`src/rtl/ps2_menu_keys.sv`:
```
// PS/2 keyboard receiver and scancode decoder producing start-menu pulses and paddle held levels.
// Build option: define PS2_WASD_EN to also map W (1D) and S (1B) onto the up/down keys.
module ps2_menu_keys #(
    parameter int unsigned TIMEOUT_CYCLES = 50000,
    parameter logic [7:0]  KEY_UP         = 8'h75,
    parameter logic [7:0]  KEY_DOWN       = 8'h72,
    parameter logic [7:0]  KEY_START      = 8'h5A
) (
    input  logic clk_0,
    input  logic rst,
    input  logic ps2_clk,
    input  logic ps2_data,
    output logic up,
    output logic down,
    output logic start_trigger,
    output logic up_held,
    output logic down_held,
    output logic frame_err
);

    localparam int unsigned   TW      = $clog2(TIMEOUT_CYCLES + 1);
    localparam logic [TW-1:0] TO_LAST = TW'(TIMEOUT_CYCLES - 1);
    localparam logic [7:0]    BYTE_BRK = 8'hF0;
    localparam logic [7:0]    BYTE_EXT = 8'hE0;

    typedef enum logic [1:0] {StIdle, StData, StParity, StStop} state_e;

    state_e state_q, state_d;

    logic clk_s1_q, clk_s2_q, clk_prev_q;
    logic dat_s1_q, dat_s2_q;
    logic fall, timeout;

    logic          shift_en, par_en, stop_en;
    logic [7:0]    shift_q;
    logic [2:0]    bit_cnt_q;
    logic          par_q;
    logic [TW-1:0] to_cnt_q;
    logic          frame_ok;

    logic [7:0] byte_q;
    logic       byte_valid_q;
    logic       frame_err_q;

    logic brk_q, ext_q;
    logic key_byte;
    logic up_key, down_key, start_key;

    logic up_q, down_q, start_q;
    logic up_held_q, down_held_q, start_held_q;

    // Synchronizers idle high so reset never produces a phantom falling edge.
    always_ff @(posedge clk_0) begin
        if (!rst) begin
            clk_s1_q   <= 1'b1;
            clk_s2_q   <= 1'b1;
            clk_prev_q <= 1'b1;
            dat_s1_q   <= 1'b1;
            dat_s2_q   <= 1'b1;
        end else begin
            clk_s1_q   <= ps2_clk;
            clk_s2_q   <= clk_s1_q;
            clk_prev_q <= clk_s2_q;
            dat_s1_q   <= ps2_data;
            dat_s2_q   <= dat_s1_q;
        end
    end

    assign fall    = clk_prev_q & ~clk_s2_q;
    assign timeout = (state_q != StIdle) && !fall && (to_cnt_q == TO_LAST);

    // Frame FSM: state register
    always_ff @(posedge clk_0) begin
        if (!rst) begin
            state_q <= StIdle;
        end else begin
            state_q <= state_d;
        end
    end

    // Frame FSM: next state
    always_comb begin
        state_d = state_q;
        if (timeout) begin
            state_d = StIdle;
        end else if (fall) begin
            unique case (state_q)
                StIdle:   if (!dat_s2_q) state_d = StData;
                StData:   if (bit_cnt_q == 3'd7) state_d = StParity;
                StParity: state_d = StStop;
                StStop:   state_d = StIdle;
                default:  state_d = StIdle;
            endcase
        end
    end

    // Frame FSM: outputs
    always_comb begin
        shift_en = 1'b0;
        par_en   = 1'b0;
        stop_en  = 1'b0;
        unique case (state_q)
            StIdle:   ;
            StData:   shift_en = fall;
            StParity: par_en   = fall;
            StStop:   stop_en  = fall;
            default:  ;
        endcase
    end

    assign frame_ok = (^{shift_q, par_q}) & dat_s2_q;

    always_ff @(posedge clk_0) begin
        if (!rst) begin
            shift_q      <= 8'h00;
            bit_cnt_q    <= 3'd0;
            par_q        <= 1'b0;
            to_cnt_q     <= '0;
            byte_q       <= 8'h00;
            byte_valid_q <= 1'b0;
            frame_err_q  <= 1'b0;
        end else begin
            if (shift_en) begin
                shift_q   <= {dat_s2_q, shift_q[7:1]};
                bit_cnt_q <= bit_cnt_q + 3'd1;
            end else if (state_q == StIdle) begin
                bit_cnt_q <= 3'd0;
            end
            if (par_en) begin
                par_q <= dat_s2_q;
            end
            if (state_q == StIdle || fall) begin
                to_cnt_q <= '0;
            end else if (to_cnt_q != TO_LAST) begin
                to_cnt_q <= to_cnt_q + 1'b1;
            end
            if (stop_en) begin
                byte_q <= shift_q;
            end
            byte_valid_q <= stop_en && frame_ok;
            frame_err_q  <= (stop_en && !frame_ok) || timeout;
        end
    end

    assign key_byte = byte_valid_q && (byte_q != BYTE_BRK) && (byte_q != BYTE_EXT);

    always_comb begin
        up_key    = key_byte && ext_q && (byte_q == KEY_UP);
        down_key  = key_byte && ext_q && (byte_q == KEY_DOWN);
        start_key = key_byte && !ext_q && (byte_q == KEY_START);
`ifdef PS2_WASD_EN
        up_key    = up_key || (key_byte && !ext_q && (byte_q == 8'h1D));
        down_key  = down_key || (key_byte && !ext_q && (byte_q == 8'h1B));
`endif
    end

    // Prefix flags live until the next non-prefix byte or any framing error.
    always_ff @(posedge clk_0) begin
        if (!rst) begin
            brk_q <= 1'b0;
            ext_q <= 1'b0;
        end else if (frame_err_q || key_byte) begin
            brk_q <= 1'b0;
            ext_q <= 1'b0;
        end else if (byte_valid_q) begin
            if (byte_q == BYTE_BRK) brk_q <= 1'b1;
            if (byte_q == BYTE_EXT) ext_q <= 1'b1;
        end
    end

    // A make while already held is typematic repeat and yields no pulse.
    always_ff @(posedge clk_0) begin
        if (!rst) begin
            up_q         <= 1'b0;
            down_q       <= 1'b0;
            start_q      <= 1'b0;
            up_held_q    <= 1'b0;
            down_held_q  <= 1'b0;
            start_held_q <= 1'b0;
        end else begin
            up_q    <= up_key && !brk_q && !up_held_q;
            down_q  <= down_key && !brk_q && !down_held_q;
            start_q <= start_key && !brk_q && !start_held_q;
            if (up_key)    up_held_q    <= !brk_q;
            if (down_key)  down_held_q  <= !brk_q;
            if (start_key) start_held_q <= !brk_q;
        end
    end

    assign up            = up_q;
    assign down          = down_q;
    assign start_trigger = start_q;
    assign up_held       = up_held_q;
    assign down_held     = down_held_q;
    assign frame_err     = frame_err_q;

endmodule

```
`config.mk`:
```
export PLATFORM = sky130hd
export DESIGN_NAME = ps2_menu_keys
export DESIGN_NICKNAME = d
export VERILOG_FILES = /design/src/rtl/ps2_menu_keys.sv
export SDC_FILE = /design/constraint.sdc
export NUM_CORES = 1
export LEC_CHECK = 0
export BUFFER_PORTS_ARGS = -buffer_cell sky130_fd_sc_hd__buf_2
export CAP_MARGIN = 40
export CORE_MARGIN = 8
export CORE_UTILIZATION = 40
export CTS_CLUSTER_DIAMETER = 120
export CTS_CLUSTER_SIZE = 30
export DETAILED_ROUTE_END_ITERATION = 8
export GPL_TIMING_DRIVEN = 1
export SKIP_LAST_GASP = 1
export SLEW_MARGIN = 20
export SYNTH_ARGS = -nofsm -noshare
export SYNTH_HDL_FRONTEND = slang
export SYNTH_SLANG_ARGS = --single-unit
```
`constraint.sdc`:
```
create_clock -name clk_0 -period 2.05 [get_ports clk_0]
set_clock_uncertainty 0.15 [all_clocks]
set_input_delay 0.1025 -clock clk_0 [delete_from_list [all_inputs] [get_ports clk_0]]
set_output_delay 0.1025 -clock clk_0 [all_outputs]
set_load 0.005 [all_outputs]
```
# Word level (Yosys, flattened, before mapping)
# Index checks and enable logic that the tools add are counted.
[op_classes]
eq_ne = 15
n_addsub = 2
muxes = 8
n_reduce_logical = 37
n_bitwise = 4
[op_table]
columns = ["cell", "n"]
rows = [
  ["$eq A8 B7 Y1 const B", 3],
  ["$logic_and A1 B1 Y1", 17],
  ["$add A16 B1 Y16 const B", 1],
  ["$eq A16 B16 Y1 const B", 1],
  ["$eq A8 B8 Y1 const B", 2],
  ["$ne A16 B16 Y1 const B", 1],
  ["$ne A8 B8 Y1 const B", 2],
  ["$reduce_xor A9 Y1", 1],
  ["$pmux W2 S4", 1],
  ["$logic_not A1 Y1", 7],
  ["$mux W3", 2],
  ["$reduce_or A2 Y1", 3],
  ["$eq A2 B2 Y1 const B", 2],
  ["$mux W2", 2],
  ["$ne A2 B2 Y1 const B", 2],
  ["$reduce_and A2 Y1", 2],
  ["$reduce_bool A2 Y1", 2],
  ["$add A3 B1 Y3 const B", 1],
  ["$eq A3 B3 Y1 const B", 1],
  ["$logic_or A1 B1 Y1", 3],
  ["$mux W1", 3],
  ["$reduce_and A3 Y1", 1],
  ["$and A1 B1 Y1", 2],
  ["$eq A2 B1 Y1 const B", 1],
  ["2 further kinds", 3],
]
[totals]
inputBits = 4
output_inout_bits = 6
regBits = 53
wordCells = 87

# Depth between registers and ports, before layout
# Gate-level depths: netlist of run 1.
[logic_depth]
depth_word = 7
mapped_depth = 7

# Worst setup path after synthesis of run 1
# OpenSTA, ideal clock, no wires.
[synth_path]
path_type = "reg2reg"
from = "reg to_cnt_q[0]"
to = "reg to_cnt_q[0]"
slack_ns = 0.203
t_arrival_ns = 1.576
required_ns = 1.779
stages_incl_launch_ff = 6
cell_sequence = "dfxtp_1 -> ha_1 -> nand3_1 -> or4_4 -> xnor2_1 -> nor2_1"
[synth_via]
elab_chain_cells = 1
elab_cells_between_ends = 2
classes_between = "add/sub (1); eq/ne (1)"
[synth_lines]
columns = ["item", "line", "text"]
rows = [
  ["from (decl)", "38", "logic [TW-1:0] to_cnt_q;"],
  ["from (signal assigned)", "135", "to_cnt_q <= to_cnt_q + 1'b1;"],
  ["$add A16 B1 Y16 or $ne A16 B16 Y1 (tied branches)", "135, 134", ""],
]
# Parallel ways exist; a longest one is shown, timed or not.
# A chain may end at the register's enable or synchronous reset.

# Worst setup path after layout of run 1
# Same ends and word-level chain as after synthesis.

==> results.cfg, run 1 <==
[clock_tree]
clk-insertion-delay-late_ns = 0.31
path_clk_slew_ns = 0.09
cts.htree.levels = 2
clockBufferDepth = 2
cts_buffers = 5
root_buffer = clkbuf_8
postCtsHoldBufs = 5
cts_sinks = 53
cts_tree = built
post_cts_resized = 0
post_cts_buffers = 0

[setup_path]
reg2reg_to = to_cnt_q[0]
arrival_ns = 1.98
cp_top_family = simple AND/OR/NAND/NOR gates
cpPeakStageDelay_ns = 0.62
worst-setup-path-type = flop to flop
crit_buf_inv = 0
crit_path_cell_trace = ha_1, nand3_1, or4_4, xnor2_1, nor2_1
r2r_start = to_cnt_q[0]
required_ns = 2.10
slowest_stage = or4_4
crit_fanout = 5
r2r_slack_ns = 0.13
worst-path-stages = 5
startpoint_type = flop
endpoint = to_cnt_q[0]
crit_start = to_cnt_q[0]
crit_path_end_kind = flop
ff2ff_path_depth = 5

[finish]
n_antenna_cell = 0
final_cell_mix = dfxtp_1 (53), nor2_1 (41), mux2i_1 (20), xnor2_1 (16)
fillers = 544
areaGrowthSynthToFinish_pct = 13.1
final_common_cell = dfxtp_1
nets = 272
final_area_um2 = 2580
drive_gt1_share_pct = 9.92

[logic_synthesis]
ys_seq_elements = 53
synth_cells = 240
yosys_warnings = 0
synth-edff-count = 0
syn-num-nets = 251
synth_area_leaders = dfxtp_1 (47%), mux2i_1 (8.8%), nor2_1 (6.8%), xnor2_1 (6.1%), ha_1 (3.8%)
ys_types = 37
yosysTopAreaCellShare_pct = 46.5
synthFlopType = dfxtp_1
synth_area_per_cell_um2 = 9.50
syn_area_um2 = 2280
async_flop_share_pct = 0
yosysSeqAreaShare_pct = 46.5
synth.largest_area_cell = dfxtp_1

[timing]
fin_crit_sh_pct = 93.9
maxSlewViolCount = 0
finalWorstSetupSlack_ns = 0.126
fmax_mhz = 520
final.min_clock_period_ns = 1.92
tightest_slew_ns = 0.483
setup_violations = 0
slew_headroom_pct = 67.7
finalSetupTns_ns = 0
hold_viol_final = 0
rsz0062_at_grt = false

[drt]
drcViolationCount = 0
firstDrtPassIters = 4
wl_mm = 4.24
postRouteAntennaNets = 0
vias = 1641
first_iter_violations = 54
via_per_inst = 4.91
avgRoutedWirePerCell_um = 12.7

[die]
ios = 10
die_w_um = 91.5
initial_core_util_pct = 41.4
dieArea_um2 = 8370
die_y_um = 91.5
core_area_um2 = 5510
row_count = 27

[run]
cap_violations = 0

[min_path]
hold_class = flop to flop
min_from = dat_s1_q

[global_route]
grt_pass1_vias = 1607
grt_max_degree = 18
antenna_found_initial = 0
overflow = 0
grt_pass1_wl_mm = 7.45
globalRouteTotalUtil_pct = 10.7

[placed_design]
gp_congestion = 0.779
port_buffers = 9
preCtsSetupSlack_ns = 0.130
place_area_um2 = 2440
place_hpwl_mm = 3.00

[power]
p_per_area_nw_per_um2 = 650
p_leak_nw = 1.05
ir_worst_vdd_v = 0.000452

[run_status]
status = complete, no violations
## metal layers
layer	vias to the layer above	global-route usage (%)	share of wire, %
li1	866	-	-
met1	745	14.3	55
met2	21	15.5	40
met3	9	3.13	3.2
met4	0	4.50	2.0
met5	-	0	0
## registers in the layout, indices dropped and copies added (netlist names), 2 cells and up
name,count
to_cnt_q,16
byte_q,8
shift_q,8
bit_cnt_q,3
state_q,2
## per-stage QoR
stage / std cells / util, % / power, mW / hold slack, ns
floorplan: 240 / - / 1.08 / 0.0540
global placement: 321 / 44.3 / 1.09 / 0.136
detailed placement: 321 / 44.3 / 1.09 / 0.138
CTS: 334 / 46.8 / 1.70 / 0.273
global route: 334 / 46.8 / 1.74 / 0.292
finish: 334 / 46.8 / 1.68 / 0.268
## final cells by class
cell class | instances | area, µm² | share of cell area (%)
clock buffers | 5 | 68.8 | 2.67
flip-flops and latches | 53 | 1060 | 41.1
repair buffers | 20 | 140 | 5.43
well taps | 72 | 90.1 | 3.49
clock inverters | 3 | 22.5 | 0.873
multi-input cells | 171 | 1160 | 44.9
inverters | 10 | 37.5 | 1.46
## Yosys cell counts (all sizes together), types with 5 or more instances
| cell type | n |
|---|---|
| ha | 7 |
| nand2 | 11 |
| nand4 | 5 |
| a21oi | 11 |
| nor3 | 9 |
| mux2i | 20 |
| xnor2 | 16 |
| nand2b | 7 |
| nand3 | 9 |
| inv | 10 |
| dfxtp | 53 |
| clkbuf | 5 |
| nor2 | 41 |
## where the power goes
group	total [mW]	switching [mW]	internal [mW]
combinational	0.0380	0.0206	0.0174
clock	0.600	0.357	0.243
sequential	1.04	0.00331	1.03
total	1.68	0.381	1.29
## how the worst min path moves through the flow
stage / end / cells after the start
after floorplan: clk_s1_q / 1
after global placement: dat_s1_q / 2
after detailed placement: dat_s1_q / 2
after CTS: dat_s2_q / 1
after global routing: dat_s2_q / 1
final: dat_s2_q / 1
## logic make-up (layout without fill, tap and decap cells)
group / after synthesis / count (layout) / share of synthesized area, %
XOR/XNOR: 19 / 19 / 8.51
flip-flops: 53 / 53 / 46.5
buffers and inverters: 16 / 38 / 2.63
AND/OR/NAND/NOR: 105 / 105 / 24.3
AO/OA/AOI/OAI: 20 / 20 / 5.43
multiplexers: 20 / 20 / 8.78
adder cells (fa/ha/maj): 7 / 7 / 3.84
## worst register-to-register path, cell delays in order, from the launching register on
cell and delay, ns:
dfxtp_1 0.40, ha_1 0.21, nand3_1 0.24, or4_4 0.62
xnor2_1 0.15, nor2_1 0.05
No activity file was read; power rests on OpenSTA's default activity.
==> inputs of run 2 (changes only) <==
Settings changed: ABC_AREA set to 1.
==> run 2 against run 1 <==
Via count grew 25%. Non-clock buffer count is 7 lower. Routed wire length rose by 8.8%. Maximum frequency increased by 4.7%. Final cell count is 27% higher. Count of clock-buffer cells in the layout unchanged. Largest power group unchanged. Combinational power is 5% lower.
==> results.cfg, run 2 <==
[min_path]
holdPathStages = 3
hold_class = primary input to flop
hold_end = byte_q[3]
min_from = rst

[finish]
n_antenna_cell = 0
largest_register_ffs = 16
final_cell_mix = nand2_1 (74), dfxtp_1 (53), inv_1 (43), a21oi_1 (36), nor2_1 (26)
top_register = to_cnt_q
final_common_cell = nand2_1
nets = 358
drive_gt1_share_pct = 9.48
top_regs = to_cnt_q x16, byte_q x8, shift_q x8
areaGrowthSynthToFinish_pct = 9.72

[power]
p_leak_nw = 1.01
p_per_area_nw_per_um2 = 624
ir_worst_vdd_v = 0.000385
p_total_mw = 1.65

[logic_synthesis]
synth-edff-count = 0
synthMuxAreaShare_pct = 0
yosys_warnings = 0
yosysTopAreaCellShare_pct = 44.1
ys_seq_elements = 53
synth.largest_area_cell = dfxtp_1
synth_area_per_cell_um2 = 7.23
syn-num-nets = 344
synth_compound_area_share_pct = 12.3
synthFlopType = dfxtp_1
yosysSeqAreaShare_pct = 44.1
synth_common_cells = nand2_1 (74), dfxtp_1 (53), inv_1 (43)
async_flop_share_pct = 0
synthXorXnorAreaFrac_pct = 1.82
synth_area_leaders = dfxtp_1 (44%), nand2_1 (12%), a21oi_1 (7.5%), inv_1 (6.7%), nand3_1 (5.0%)
ys_types = 27
syn_area_um2 = 2410
synth_cells = 333
synthSimpleGateAreaFrac_pct = 30.2
synth_fa_ha_area_share_pct = 3.64
synth_most_common_cell = nand2_1
synth_top_family_by_area = simple AND/OR/NAND/NOR gates

[run]
cap_violations = 0

[die]
dieArea_um2 = 8750
die_w_um = 93.6
ios = 10
die_y_um = 93.6
core_area_um2 = 5850
initial_core_util_pct = 41.1
row_count = 28

[timing]
tightest_slew_ns = 0.480
slew_headroom_pct = 68.0
fmax_mhz = 544
fin_crit_sh_pct = 89.7
maxSlewViolCount = 0
final.min_clock_period_ns = 1.84
hold_viol_final = 0
setup_violations = 0
finalSetupTns_ns = 0
rsz0062_at_grt = false

[drt]
routed.top_layer = met4
met3_length_um = 176
avgRoutedWirePerCell_um = 10.9
first_iter_violations = 124
wl_mm = 4.61
drcViolationCount = 0
postRouteAntennaNets = 0
firstDrtPassIters = 4
via_per_inst = 4.86
vias = 2057
wirelength_met1_mm = 2.43
route.met2.wl_mm = 1.97

[setup_path]
startpoint_type = flop
ff2ff_path_depth = 6
worst-setup-path-type = flop to flop
crit_fanout = 9
reg2reg_to = to_cnt_q[7]
arrival_ns = 1.91
r2r_start = state_q[1]
required_ns = 2.12
r2r_slack_ns = 0.21
crit_path_end_kind = flop

[clock_tree]
post_cts_buffers = 0
cts_sinks = 53
clockBufferDepth = 2
clk-insertion-delay-late_ns = 0.30
post_cts_resized = 0
path_clk_slew_ns = 0.10
cts_buffers = 5
root_buffer = clkbuf_8
cts.htree.levels = 2
cts_tree = built

[global_route]
overflow = 0
grt_pass1_wl_mm = 8.40
antenna_found_initial = 0
grt_max_degree = 20
globalRouteTotalUtil_pct = 11.5
grt_pass1_vias = 1908

[placed_design]
port_buffers = 9
gp_congestion = 0.808
place_hpwl_mm = 3.42

[run_status]
status = complete, no violations
==> run 2: cell count changes after synthesis, moves of 19 or more <==
| cell | change |
|---|---|
| a21oi_1 | +25 |
| inv_1 | +33 |
| mux2i_1 | -20 |
| nand2_1 | +63 |
| o21ai_0 | +19 |
==> run 2: worst max-delay path: stages (launching register included) <==
cell and delay [ns]:
dfxtp_1 0.39, inv_1 0.08, ha_1 0.22, nor2_1 0.23, nand2_1 0.27, buf_4 0.25, nor3_1 0.17
==> run 2: metrics by stage <==
stage	utilization (%)	hold WS [ns]	area [µm²]	cells	worst slack, ns
2_1_floorplan	-	0.0591	2410	333	0.588
5_1_grt	45.1	0.0908	2640	423	0.0151
3_5_place_dp	43.3	0.142	2530	413	0.219
4_1_cts	45.1	0.0623	2640	423	0.183
3_3_place_gp	43.3	0.138	2530	413	0.352
6_report	45.1	0.0742	2640	423	0.212
==> run 2: repair_timing <==
action | CTS | global route
endpoints found under the setup margin | 0 | 0
hold buffers | 2 | 0
endpoints found under the hold margin | 2 | 0
==> run 2: logic make-up (layout without fill, tap and decap cells) <==
| group | count (synthesis) | after routing |
|---|---|---|
| simple gates | 160 | 160 |
| compound gates | 58 | 58 |
| flops | 53 | 53 |
| buf+inv | 50 | 65 |
| fa+ha+maj | 7 | 7 |
| xor+xnor | 5 | 5 |
==> run 2: worst max-delay path by stage <==
stage / from / slack [ns] / end / depth (start not counted)
after floorplan: to_cnt_q[0] / 0.59 / to_cnt_q[10] / 6
after global placement: state_q[0] / 0.35 / to_cnt_q[7] / 6
after detailed placement: state_q[0] / 0.22 / to_cnt_q[7] / 6
after CTS: state_q[1] / 0.18 / to_cnt_q[7] / 6
after global routing: state_q[1] / 0.02 / to_cnt_q[7] / 6
final: state_q[1] / 0.21 / to_cnt_q[7] / 6
==> run 2: per-layer routing <==
layer  vias up  GRT usage [%]
met1       919           15.4
li1       1108              -
met5         -              0
met2        26           18.1
met3         4           2.80
met4         0           3.17
==> run 2: report_power, final <==
part           switching (mW)  leakage, nW  internal (mW)
clock                   0.337       0.0439          0.237
combinational          0.0232        0.539         0.0130
sequential            0.00295        0.428           1.03
==> run 2: area by class of cell <==
type | instances | area (µm²)
Tap cell | 75 | 93.8
Multi-Input combinational cell | 230 | 1150
Inverter | 44 | 165
Clock buffer | 5 | 68.8
Sequential cell | 53 | 1060
Clock inverter | 3 | 17.5
Fill cell | 587 | 3210
Timing Repair Buffer | 13 | 80.1
==> inputs of run 3 (changes only) <==
Settings changed: BUFFER_PORTS_ARGS -buffer_cell sky130_fd_sc_hd__buf_2 to unset, DONT_BUFFER_PORTS set to 1, SETUP_SLACK_MARGIN set to 0.5.
==> run 3 against run 2 <==
The run now ends with hold timing left. Count of clock-buffer cells in the layout unchanged. Cell area up 2.7%. First-iteration DRC count up 6.5%. Combinational power about the same. Via count up 0.97%. Routed wire length up 5.9%. Largest cell class unchanged. Highest routed layer unchanged.
==> results.cfg, run 3 (same netlist as run 2, synthesis figures left out) <==
[run_status]
status = finished with violations
violations = hold timing

[power]
p_per_area_nw_per_um2 = 609
p_leak_nw = 0.995
ir_worst_vdd_v = 0.000355

[setup_path]
crit_path_end_kind = flop
startpoint_type = flop
crit_fanout = 4
worst-setup-path-type = flop to flop
arrival_ns = 1.58
required_ns = 2.10

[placed_design]
port_buffers = 0
place_hpwl_mm = 3.54
preCtsSetupSlack_ns = 0.292
gp_congestion = 0.837
place_area_um2 = 2490

[clock_tree]
cts_buffers = 5
clk-insertion-delay-late_ns = 0.30
path_clk_slew_ns = 0.09
clockBufferDepth = 2
root_buffer = clkbuf_8
cts_tree = built
cts_sinks = 53
cts.htree.levels = 2
postCtsHoldBufs = 2

[die]
ios = 10
row_count = 28
dieArea_um2 = 8750
die_w_um = 93.6
die_y_um = 93.6
initial_core_util_pct = 41.1
core_area_um2 = 5850

[finish]
areaGrowthSynthToFinish_pct = 12.7
top_register = to_cnt_q
n_antenna_cell = 0
nets = 352
top_regs = to_cnt_q x16, byte_q x8, shift_q x8
drive_gt1_share_pct = 14.3
final_cell_mix = nand2_1 (71), dfxtp_1 (42), inv_1 (41), a21oi_1 (36), nor2_1 (24)
fin_util_pct = 46.3
final_area_um2 = 2710
largest_register_ffs = 16
final_common_cell = nand2_1

[timing]
tightest_slew_ns = 0.534
finalWorstSetupSlack_ns = 0.525
slew_headroom_pct = 64.1
rsz0062_at_grt = true
fin_crit_sh_pct = 74.4
holdWs_ns = -0.217
fmax_mhz = 656
maxSlewViolCount = 0
finalSetupTns_ns = 0
final.min_clock_period_ns = 1.53
hold_viol_final = 33
setup_violations = 0

[drt]
routed.top_layer = met4
wirelength_met1_mm = 2.53
met3_length_um = 148
drcViolationCount = 0
wl_mm = 4.88
firstDrtPassIters = 4
first_iter_violations = 132
route.met2.wl_mm = 2.14
postRouteAntennaNets = 0
vias = 2077
avgRoutedWirePerCell_um = 11.7
via_per_inst = 4.98

[global_route]
grt_pass1_wl_mm = 8.58
grt_max_degree = 20
antenna_found_initial = 0
overflow = 0
globalRouteTotalUtil_pct = 11.9
grt_pass1_vias = 1967

[run]
cap_violations = 0

[min_path]
hold_class = primary input to flop
run 3: changes by cell type in the layout (fill, tap and decap cells not counted), sizes merged:
cell | before | now
buf | 11 | 5
run 3: layout make-up:
type	instances	area (µm²)
timing repair buffer	7	70.1
multi-input combinational	230	1220
sequential	53	1080
clock buffer	5	68.8
clock inverter	3	17.5
tap	75	93.8
fill	600	3140
inverter	44	165
run 3: path summary, 6_finish.rpt:
path | slack [ns] | start | end | cells past startpoint
worst max-delay path | 0.52 | to_cnt_q[2] | to_cnt_q[11] | 7
worst min-delay path | -0.22 | rst | byte_q[1] | 2
worst max register to register | 0.52 | to_cnt_q[2] | to_cnt_q[11] | 7
worst min register to register | 0.27 | clk_s1_q | clk_s2_q | 1
run 3: per-stage QoR:
stage	instances	total power [mW]
2_1_floorplan	333	1.08
3_3_place_gp	404	1.09
3_5_place_dp	404	1.09
4_1_cts	414	1.68
5_1_grt	417	1.71
6_report	417	1.65
run 3: worst max-delay path: stages (launching register included):
cell     delay, ns
dfxtp_2       0.40
nand3_2       0.13
nor2_1        0.14
nand2_1       0.10
nor2_4        0.14
nand3_1       0.08
o21ai_0       0.20
nor2_1        0.07
run 3: repair_timing:
item	4_1_cts	5_1_grt
buffers inserted	0	3
gates resized for setup	11	18
endpoints found under the hold margin	35	28
setup endpoints to repair	22	33
pin swaps	0	2
run 3: power by group:
group / switching [mW] / internal (mW) / total [mW]
Sequential: 0.00337 / 1.03 / 1.04
Combinational: 0.0201 / 0.0161 / 0.0362
Clock: 0.342 / 0.236 / 0.579
run 3: layer usage:
metal,global-route usage [%],up-vias
met5,0,-
met4,4.62,0
met3,2.80,8
met2,18.7,28
met1,15.4,943
li1,-,1098
